**src/rtl/loader_pkg.sv**
```systemverilog
// Shared types and constants for the IMEM boot loader.
//   state_e    : loader FSM states
//   WORD_BYTES : bytes per IMEM word
//   HDR_BYTES  : header length for the default 16-bit word count
//   hdr_bytes(): header length for an arbitrary count width
package loader_pkg;

    typedef enum logic [1:0] {
        HDR   = 2'd0,
        DATA  = 2'd1,
        WRITE = 2'd2,
        DONE  = 2'd3
    } state_e;

    localparam int unsigned WORD_BYTES = 4;
    localparam int unsigned DEF_CNT_W  = 16;
    localparam int unsigned HDR_BYTES  = DEF_CNT_W / 8;

    function automatic int unsigned hdr_bytes(input int unsigned cnt_w);
        return cnt_w / 8;
    endfunction

endpackage

```
**src/rtl/imem_loader_if.sv**
```systemverilog
// Byte-stream input and IMEM write port of the boot loader.
//   rx_data/rx_valid/rx_ready : host byte link (valid/ready)
//   im_we/im_addr/im_wdata    : IMEM write port
// master: the loader side; slave: host link producer and IMEM.
interface imem_loader_if #(
    parameter int unsigned ADDR_W = 8
);
    logic [7:0]        rx_data;
    logic              rx_valid;
    logic              rx_ready;
    logic              im_we;
    logic [ADDR_W-1:0] im_addr;
    logic [31:0]       im_wdata;

    modport master (
        input  rx_data,
        input  rx_valid,
        output rx_ready,
        output im_we,
        output im_addr,
        output im_wdata
    );

    modport slave (
        output rx_data,
        output rx_valid,
        input  rx_ready,
        input  im_we,
        input  im_addr,
        input  im_wdata
    );
endinterface

```
**src/rtl/byte_assembler.sv**
```systemverilog
// MSB-first byte shift register with a wrapping byte counter.
//   clk, rst  : clock, synchronous active-high reset
//   clear_i   : zero word and counter (wins over shift_i)
//   shift_i   : shift byte_i into the low end
//   byte_i    : incoming byte
//   word_o    : assembled word (registered)
//   full_o_c  : combinational; this shift completes the word
module byte_assembler #(
    parameter int unsigned BYTES = 4
) (
    input  logic               clk,
    input  logic               rst,
    input  logic               clear_i,
    input  logic               shift_i,
    input  logic [7:0]         byte_i,
    output logic [8*BYTES-1:0] word_o,
    output logic               full_o_c
);

    localparam int unsigned W  = 8 * BYTES;
    localparam int unsigned CW = (BYTES > 1) ? $clog2(BYTES) : 1;

    logic [CW-1:0] cnt_q, cnt_d;
    logic [W-1:0]  word_q, word_d;

    // Next word/count; counter wraps on the last byte so no clear is needed between words
    always_comb begin
        cnt_d    = cnt_q;
        word_d   = word_q;
        full_o_c = shift_i && (cnt_q == CW'(BYTES - 1));
        if (clear_i) begin
            cnt_d  = '0;
            word_d = '0;
        end else if (shift_i) begin
            word_d = W'({word_q, byte_i});
            cnt_d  = full_o_c ? '0 : cnt_q + CW'(1);
        end
    end

    // State registers
    always_ff @(posedge clk) begin
        if (rst) begin
            cnt_q  <= '0;
            word_q <= '0;
        end else begin
            cnt_q  <= cnt_d;
            word_q <= word_d;
        end
    end

    assign word_o = word_q;

endmodule

```
**src/rtl/imem_loader.sv**
```systemverilog
// Boot-time IMEM writer: receives a word-count header then big-endian
// words over a byte stream, writes them to IMEM from address 0 and holds
// the CPU until the image is complete.
//   clk, rst     : clock, synchronous active-high reset
//   bus          : byte link in, IMEM write port out
//   start        : reload request, honoured only in DONE
//   cpu_hold     : holds PC/pipeline while 1
//   load_done    : image fully loaded
//   err_overflow : sticky, image exceeded IMEM capacity
module imem_loader
    import loader_pkg::*;
#(
    parameter int unsigned ADDR_W = 8,
    parameter int unsigned CNT_W  = 16
) (
    input  logic                 clk,
    input  logic                 rst,
    imem_loader_if.master        bus,
    input  logic                 start,
    output logic                 cpu_hold,
    output logic                 load_done,
    output logic                 err_overflow
);

    localparam int unsigned HDR_B    = hdr_bytes(CNT_W);
    localparam logic [63:0] CAPACITY = 64'(1) << ADDR_W;

    state_e            state_q, state_d;
    logic [CNT_W-1:0]  widx_q, widx_d;
    logic [ADDR_W-1:0] im_addr_q, im_addr_d;
    logic              im_we_q, im_we_d;
    logic              rx_ready_q, rx_ready_d;
    logic              cpu_hold_q, cpu_hold_d;
    logic              load_done_q, load_done_d;
    logic              err_q, err_d;

    logic              fire;
    logic              reload;
    logic              hdr_full_c, dat_full_c;
    logic [8*HDR_B-1:0] hdr_word;
    logic [31:0]       dat_word;
    logic [CNT_W-1:0]  n_next;
    logic              ovf;
    logic              last_word;

    assign fire   = bus.rx_valid && rx_ready_q;
    assign reload = (state_q == DONE) && start;

    // Header count assembler; it keeps N for the rest of the load
    byte_assembler #(.BYTES(HDR_B)) u_hdr (
        .clk      (clk),
        .rst      (rst),
        .clear_i  (reload),
        .shift_i  (fire && (state_q == HDR)),
        .byte_i   (bus.rx_data),
        .word_o   (hdr_word),
        .full_o_c (hdr_full_c)
    );

    // Data word assembler; its register doubles as the IMEM write data
    byte_assembler #(.BYTES(WORD_BYTES)) u_dat (
        .clk      (clk),
        .rst      (rst),
        .clear_i  (reload),
        .shift_i  (fire && (state_q == DATA)),
        .byte_i   (bus.rx_data),
        .word_o   (dat_word),
        .full_o_c (dat_full_c)
    );

    // Count value including the byte being accepted now, for the N==0 decision
    assign n_next    = CNT_W'({hdr_word, bus.rx_data});
    assign ovf       = 64'(widx_q) >= CAPACITY;
    assign last_word = (widx_q + CNT_W'(1)) == CNT_W'(hdr_word);

    // Next-state and next-output logic
    always_comb begin
        state_d   = state_q;
        widx_d    = widx_q;
        im_addr_d = im_addr_q;
        err_d     = err_q;
        im_we_d   = 1'b0;

        case (state_q)
            HDR: begin
                if (hdr_full_c) begin
                    state_d = (n_next == '0) ? DONE : DATA;
                end
            end
            DATA: begin
                if (dat_full_c) begin
                    state_d = WRITE;
                    // Out-of-range words are consumed but never written; address holds
                    if (ovf) begin
                        err_d = 1'b1;
                    end else begin
                        im_we_d   = 1'b1;
                        im_addr_d = ADDR_W'(widx_q);
                    end
                end
            end
            WRITE: begin
                widx_d  = widx_q + CNT_W'(1);
                state_d = last_word ? DONE : DATA;
            end
            DONE: begin
                if (start) begin
                    state_d   = HDR;
                    widx_d    = '0;
                    im_addr_d = '0;
                    err_d     = 1'b0;
                end
            end
            default: begin
                state_d = HDR;
            end
        endcase

        // Registered outputs track the state being entered
        rx_ready_d  = (state_d == HDR) || (state_d == DATA);
        cpu_hold_d  = (state_d != DONE);
        load_done_d = (state_d == DONE);
    end

    // State and output registers
    always_ff @(posedge clk) begin
        if (rst) begin
            state_q     <= HDR;
            widx_q      <= '0;
            im_addr_q   <= '0;
            im_we_q     <= 1'b0;
            rx_ready_q  <= 1'b1;
            cpu_hold_q  <= 1'b1;
            load_done_q <= 1'b0;
            err_q       <= 1'b0;
        end else begin
            state_q     <= state_d;
            widx_q      <= widx_d;
            im_addr_q   <= im_addr_d;
            im_we_q     <= im_we_d;
            rx_ready_q  <= rx_ready_d;
            cpu_hold_q  <= cpu_hold_d;
            load_done_q <= load_done_d;
            err_q       <= err_d;
        end
    end

    assign bus.rx_ready = rx_ready_q;
    assign bus.im_we    = im_we_q;
    assign bus.im_addr  = im_addr_q;
    assign bus.im_wdata = dat_word;
    assign cpu_hold     = cpu_hold_q;
    assign load_done    = load_done_q;
    assign err_overflow = err_q;

endmodule

```
**src/flat_wrapper.sv**
```systemverilog
// flat-port wrapper written by rule: the top's interface ports become plain ports
module imem_loader_flat import loader_pkg::*;
#(
    parameter int unsigned ADDR_W = 8,
    parameter int unsigned CNT_W  = 16
)
  (clk, rst, start, cpu_hold, load_done, err_overflow, bus_rx_data, bus_rx_valid, bus_rx_ready, bus_im_we, bus_im_addr, bus_im_wdata);
  imem_loader_if #(.ADDR_W(ADDR_W)) bus_i ();
  input  logic clk;
  input  logic rst;
  input  logic start;
  output logic cpu_hold;
  output logic load_done;
  output logic err_overflow;
  input wire logic [$bits(bus_i.rx_data)-1:0] bus_rx_data;
  input wire logic [$bits(bus_i.rx_valid)-1:0] bus_rx_valid;
  output wire logic [$bits(bus_i.rx_ready)-1:0] bus_rx_ready;
  output wire logic [$bits(bus_i.im_we)-1:0] bus_im_we;
  output wire logic [$bits(bus_i.im_addr)-1:0] bus_im_addr;
  output wire logic [$bits(bus_i.im_wdata)-1:0] bus_im_wdata;
  assign bus_i.rx_data = bus_rx_data;
  assign bus_i.rx_valid = bus_rx_valid;
  assign bus_rx_ready = bus_i.rx_ready;
  assign bus_im_we = bus_i.im_we;
  assign bus_im_addr = bus_i.im_addr;
  assign bus_im_wdata = bus_i.im_wdata;
  imem_loader #(.ADDR_W(ADDR_W), .CNT_W(CNT_W)) u_core (.clk(clk), .rst(rst), .bus(bus_i), .start(start), .cpu_hold(cpu_hold), .load_done(load_done), .err_overflow(err_overflow));
endmodule
```
**config.mk**
```make
export PLATFORM = sky130hd
export DESIGN_NAME = imem_loader_flat
export DESIGN_NICKNAME = d
export VERILOG_FILES = /design/src/rtl/loader_pkg.sv /design/src/rtl/imem_loader_if.sv /design/src/rtl/byte_assembler.sv /design/src/rtl/imem_loader.sv /design/src/flat_wrapper.sv
export SDC_FILE = /design/constraint.sdc
export NUM_CORES = 1
export LEC_CHECK = 0
export ABC_CLOCK_PERIOD_IN_PS = 3400
export CORE_ASPECT_RATIO = 0.9
export CORE_UTILIZATION = 40
export DETAILED_ROUTE_END_ITERATION = 8
export PLACE_DENSITY = 0.71
export SLEW_MARGIN = 5
export SYNTH_ARGS = -nofsm -noshare
export SYNTH_HDL_FRONTEND = slang
export SYNTH_SLANG_ARGS = --single-unit
```
**constraint.sdc**
```tcl
create_clock -name clk -period 3.4 [get_ports clk]
set_input_delay 0.34 -clock clk [delete_from_list [all_inputs] [get_ports clk]]
set_output_delay 0.34 -clock clk [all_outputs]
set_load 0.02 [all_outputs]
```
Word-level counts from Yosys, hierarchy flattened
Index checks and enable logic that the tools add are counted.

Word-level logic and storage cells: 66. Output and inout port bits: 45. Register bits after elaboration: 82. Input bits: 12.

Reductions and logical operators: 17. Add/sub/neg operators: 3. Bitwise operators: 2. Magnitude comparators: 1. Muxes and demuxes: 19. Equality and inequality tests: 12.

Operators with widths (count): $pmux 16 s2 (1); $mux 8 (3); $add 16x1->16 const B (1); $eq 16x16->1 (1); $ge 16x9->1 const B (1); $logic_not 16->1 (1); $mux 16 (1); $pmux 8 s2 (1); $mux 2 (6); $eq 2x2->1 const B (4); $pmux 2 s4 (1); $reduce_and 4->1 (2); $logic_and 1x1->1 (6); $ne 2x2->1 const B (3); $mux 1 (5); $eq 2x1->1 const B (2); $logic_not 2->1 (2); $ne 2x1->1 const B (2); $reduce_bool 2->1 (2); $reduce_or 3->1 (1); $add 2x1->2 const B (1); $not 1->1 (2); $pmux 1 s2 (1); $reduce_and 2->1 (1); other kinds (3) (3).

Depth between registers and ports, before layout
Depth after elaboration: 7. Depth in mapped cells: 8. Depth with buffers taken out: 8.

Cells and area by module
A second synthesis with hierarchy kept.

Cell total of the unflattened synthesis: 418. Area, all modules: 3832.4 µm².

By module, submodules not included: imem_loader (times used 1, area each 1964.4 µm², cells each 247, seq. area each 620.6 µm²); byte_assembler (u_core.u_dat) (times used 1, area each 1229.9 µm², cells each 114, seq. area each 680.7 µm²); byte_assembler (u_core.u_hdr) (times used 1, area each 638.1 µm², cells each 57, seq. area each 340.3 µm²).

Worst setup path after synthesis
No wires, ideal clock.

Kind: reg2reg. Start point: register u_core.widx_q[0]. End point: register u_core.load_done_q, in the netlist u_core.load_done. Slack: 1.048 ns. Period minus slack after synthesis: 2.352 ns. Data arrival time: 2.292 ns. Library setup time: 0.060 ns. Stages on the path, launching flop included: 8. Cell sequence: dfxtp_1 ha_1 nand3_2 or4_1 a22o_1 nand4b_1 o41ai_2 and2_1.

Longest elaborated chain between the ends: 5.

Ends and longest elaborated chain: from (decl) (RTL line imem_loader.sv:29) `logic [CNT_W-1:0] widx_q, widx_d;`; from (signal assigned) (RTL line imem_loader.sv:138) `widx_q <= widx_d;`; $add 16x1->16 (RTL line imem_loader.sv:74) `assign last_word = (widx_q + CNT_W'(1)) == CNT_W'(hdr_word);`; $eq 16x16->1 (RTL line imem_loader.sv:74); $mux 2 (RTL line imem_loader.sv:104) `state_d = last_word ? DONE : DATA;`; $pmux 2 s4 (RTL line imem_loader.sv:84) `case (state_q)`; $eq 2x2->1 (RTL line imem_loader.sv:122) `load_done_d = (state_d == DONE);`; to (signal assigned) (RTL line imem_loader.sv:143) `load_done_q <= load_done_d;`; to (decl) (RTL line imem_loader.sv:34) `logic load_done_q, load_done_d;`.

Every way passes these cells. A chain may end at the register's enable or synchronous reset.

Worst setup path in the final report
Same ends and word-level chain as after synthesis.

==> impl_metrics.toml <==
[run_status]
outcome = "complete, no violations"

[global_route]
grt.overflow.total = 0
antenna_found_initial = 0
grt_pass1_vias = 3227
grt_usage_pct = 21.3
grt_first_pass_wirelength_mm = 15.9
grt_max_degree = 53

[route]
top_layer_used = "met4"
vias = 3454
drc = 0
routed_wirelength_mm = 9.46
vias_per_cell = 5.44
drtPass1Iterations = 5
met3_length_um = 521
wl_met2_mm = 4.18
ant_nets = 0
wl_met1_mm = 4.58
drt_iter0_drc = 188
wire_per_inst_um = 14.9

[synthesis]
ys_warn_count = 0
seq_area_frac_synth_pct = 44.4
synth.most_common_cell = "nand2_1"
synth_area_per_cell_um2 = 7.78
synth_area_um2 = 3700
yosys-top-cells-count = "nand2_1 (125), dfxtp_1 (82), a21oi_1 (72)"
ys.flop_type = "dfxtp_1"
syn_nets = 491
yosys.area.top_type = "dfxtp_1"
synthDistinctLibCells = 48
async_reset_ff_share_pct = 0
ys_top_cells_by_area = "dfxtp_1 (44%), nand2_1 (13%), a21oi_1 (9.7%)"
synth_enable_flop_cells = 0
ys_seq_elements = 82
synth_top_area_share_pct = 44.4
synth_cells = 476

[die]
die_y_um = 93.3
fp.coreArea_um2 = 8770
start_util_pct = 42.2
pin_count = 57
std_cell_rows = 32
die_area_um2 = 9640
fp.dieW_um = 103

[cts]
cts.clk_slew.worst_paths_ns = 0.09
holdBufCountCts = 0
cts_buffers = 9
cts_root_buf = "clkbuf_8"
cts_resized = 0
clock-sinks = 82
cts_max_level = 3
clk_latency_ns = 0.36
cts_tree = "yes"
clk_path_buf_depth = 2
postCtsSetupRepairBufs = 0

[finish]
diodes = 0
final_util_pct = 51.7
nNetsFinal = 526
area_growth_pct = 22.5
drive_above_1_share_pct = 6.20

[placement]
portBuffers = 56
place_hpwl_mm = 6.64
routabilityCongestion = 0.902

[critical_path]
slowest_stage = "or4_1"
critPathLaunchType = "register"
cp_data_arrival_time_ns = 2.98
crit_chain = "ha_1 > nand3_2 > or4_1 > a22o_1 > nand4b_1 > o41ai_2 > and2_1"
critPathRequiredTime_ns = 3.70
r2r_end = "u_core.load_done"
end_kind = "register"
max_stage_delay_ns = 0.55
r2r-start = "u_core.widx_q[0]"
reg2reg_depth = 7
reg2reg_slack_ns = 0.73
crit_fanout = 8
worstSetupPathType = "reg -> reg"

[sta]
setup_viol_count_final = 0
tightest_slew_ns = 1.10
skew_ns = 0.00701
setup_tns_ns = 0
maxSlewViolCount = 0
hold_viol = 0
slew-limit-headroom_pct = 26.6
finalCriticalPeriod_ns = 2.67
rsz0062_at_grt = "no"
finalCritPeriodShare_pct = 78.6
max_freq_mhz = 374

[power]
power_density_nw_per_um2 = 427
p_leak_uw = 0.00148
vdd_drop_max_mv = 0.258

[worst_hold_path]
min_from = "u_core.bus.im_addr[6]"
min_path_type = "reg -> reg"
hold_end = "u_core.bus.im_addr[6]"
whs_path_depth = 2

[job]
maxCapViolCount = 0
[layout by cell type, fill, tap and decap left out, types with 2 or more instances in the layout]
master,count
a211oi_1,3
a21oi_1,72
a22oi_1,4
a311oi_1,4
a31oi_1,5
and2_1,3
and3_1,3
buf_4,5
bufinv_16,2
clkbuf_8,9
clkdlybuf4s50_1,56
dfxtp_1,82
ha_1,3
inv_1,4
inv_6,3
nand2_1,125
nand3_1,16
nand3b_1,2
nand4_1,6
nor2_1,24
nor2b_1,5
nor3_1,6
nor4_1,8
o21ai_0,14
o221a_2,2
or3_1,5
or4_1,3
xnor2_1,12
xnor3_1,2
xor2_1,5
[flip-flops by register name, summed over array words and instances, names as in the netlist]
signal               flops
u_core.err_overflow      1
u_core.u_dat.cnt_q       2
u_core.state_q           2
u_core.bus.im_addr       8
u_core.bus.im_we         1
u_core.bus.rx_ready      1
u_core.u_hdr.cnt_q       1
u_core.u_dat.word_o     32
u_core.load_done         1
u_core.u_hdr.word_o     16
u_core.cpu_hold          1
u_core.widx_q           16
[cells by family after synthesis]
| group | share of synthesized area (%) |
|---|---|
| flip-flops | 44.4 |
| adder cells (fa/ha/maj) | 1.01 |
| XOR/XNOR | 5.24 |
| buffers and inverters | 4.53 |
| multiplexers | 0.575 |
| AND/OR/NAND/NOR | 26.2 |
| AO/OA/AOI/OAI | 18.1 |
[final cells by class]
cell class / count / area (µm²)
well taps: 119 / 149
repair buffers: 61 / 598
clock buffers: 9 / 124
multi-input cells: 353 / 1900
fillers: 816 / 4240
flip-flops and latches: 82 / 1640
inverters: 4 / 15.0
clock inverters: 7 / 106
[report_power, final]
group          internal, µW  leakage [µW]  total (µW)  switching (µW)
registers               976      0.000663         996            20.1
clock network           428      0.000117         820             392
logic                  47.4      0.000704         120            72.3
[worst max-delay path: cells and delay by family (launching register included)]
kind | cells | cell delay (ns)
AOI/OAI and AO/OA | 2 | 0.66
adders and majority gates | 1 | 0.32
DFF | 1 | 0.52
and+or+nand+nor | 4 | 1.12
[per-layer routing]
layer / vias to the layer above / GRT usage [%]
met3: 15 / 5.31
met4: 0 / 7.04
met1: 1610 / 29.6
met2: 116 / 31.9
met5: - / 0
li1: 1713 / -
[metrics by stage]
stage	setup slack (ns)	hold slack, ns	area, µm²	instances	total power [µW]
floorplan	1.05	0.440	3700	476	1090
global placement	0.887	0.438	4300	619	1130
detailed placement	0.788	0.445	4300	619	1140
CTS	0.752	0.457	4530	635	1950
global route	0.451	0.479	4530	635	2010
finish	0.726	0.452	4530	635	1940
[how the worst max path moves through the flow]
stage                                start             endpoint  slack [ns]  depth (start not counted)
after floorplan           u_core.widx_q[0]     u_core.load_done        1.05                          7
after global placement    u_core.widx_q[0]     u_core.load_done        0.89                          7
after detailed placement  u_core.widx_q[0]  u_core.bus.rx_ready        0.79                          7
after CTS                 u_core.widx_q[0]     u_core.load_done        0.75                          7
after global routing      u_core.widx_q[0]    u_core.state_q[1]        0.45                          7
final                     u_core.widx_q[0]     u_core.load_done        0.73                          7
(Power assumes the default switching activity.)
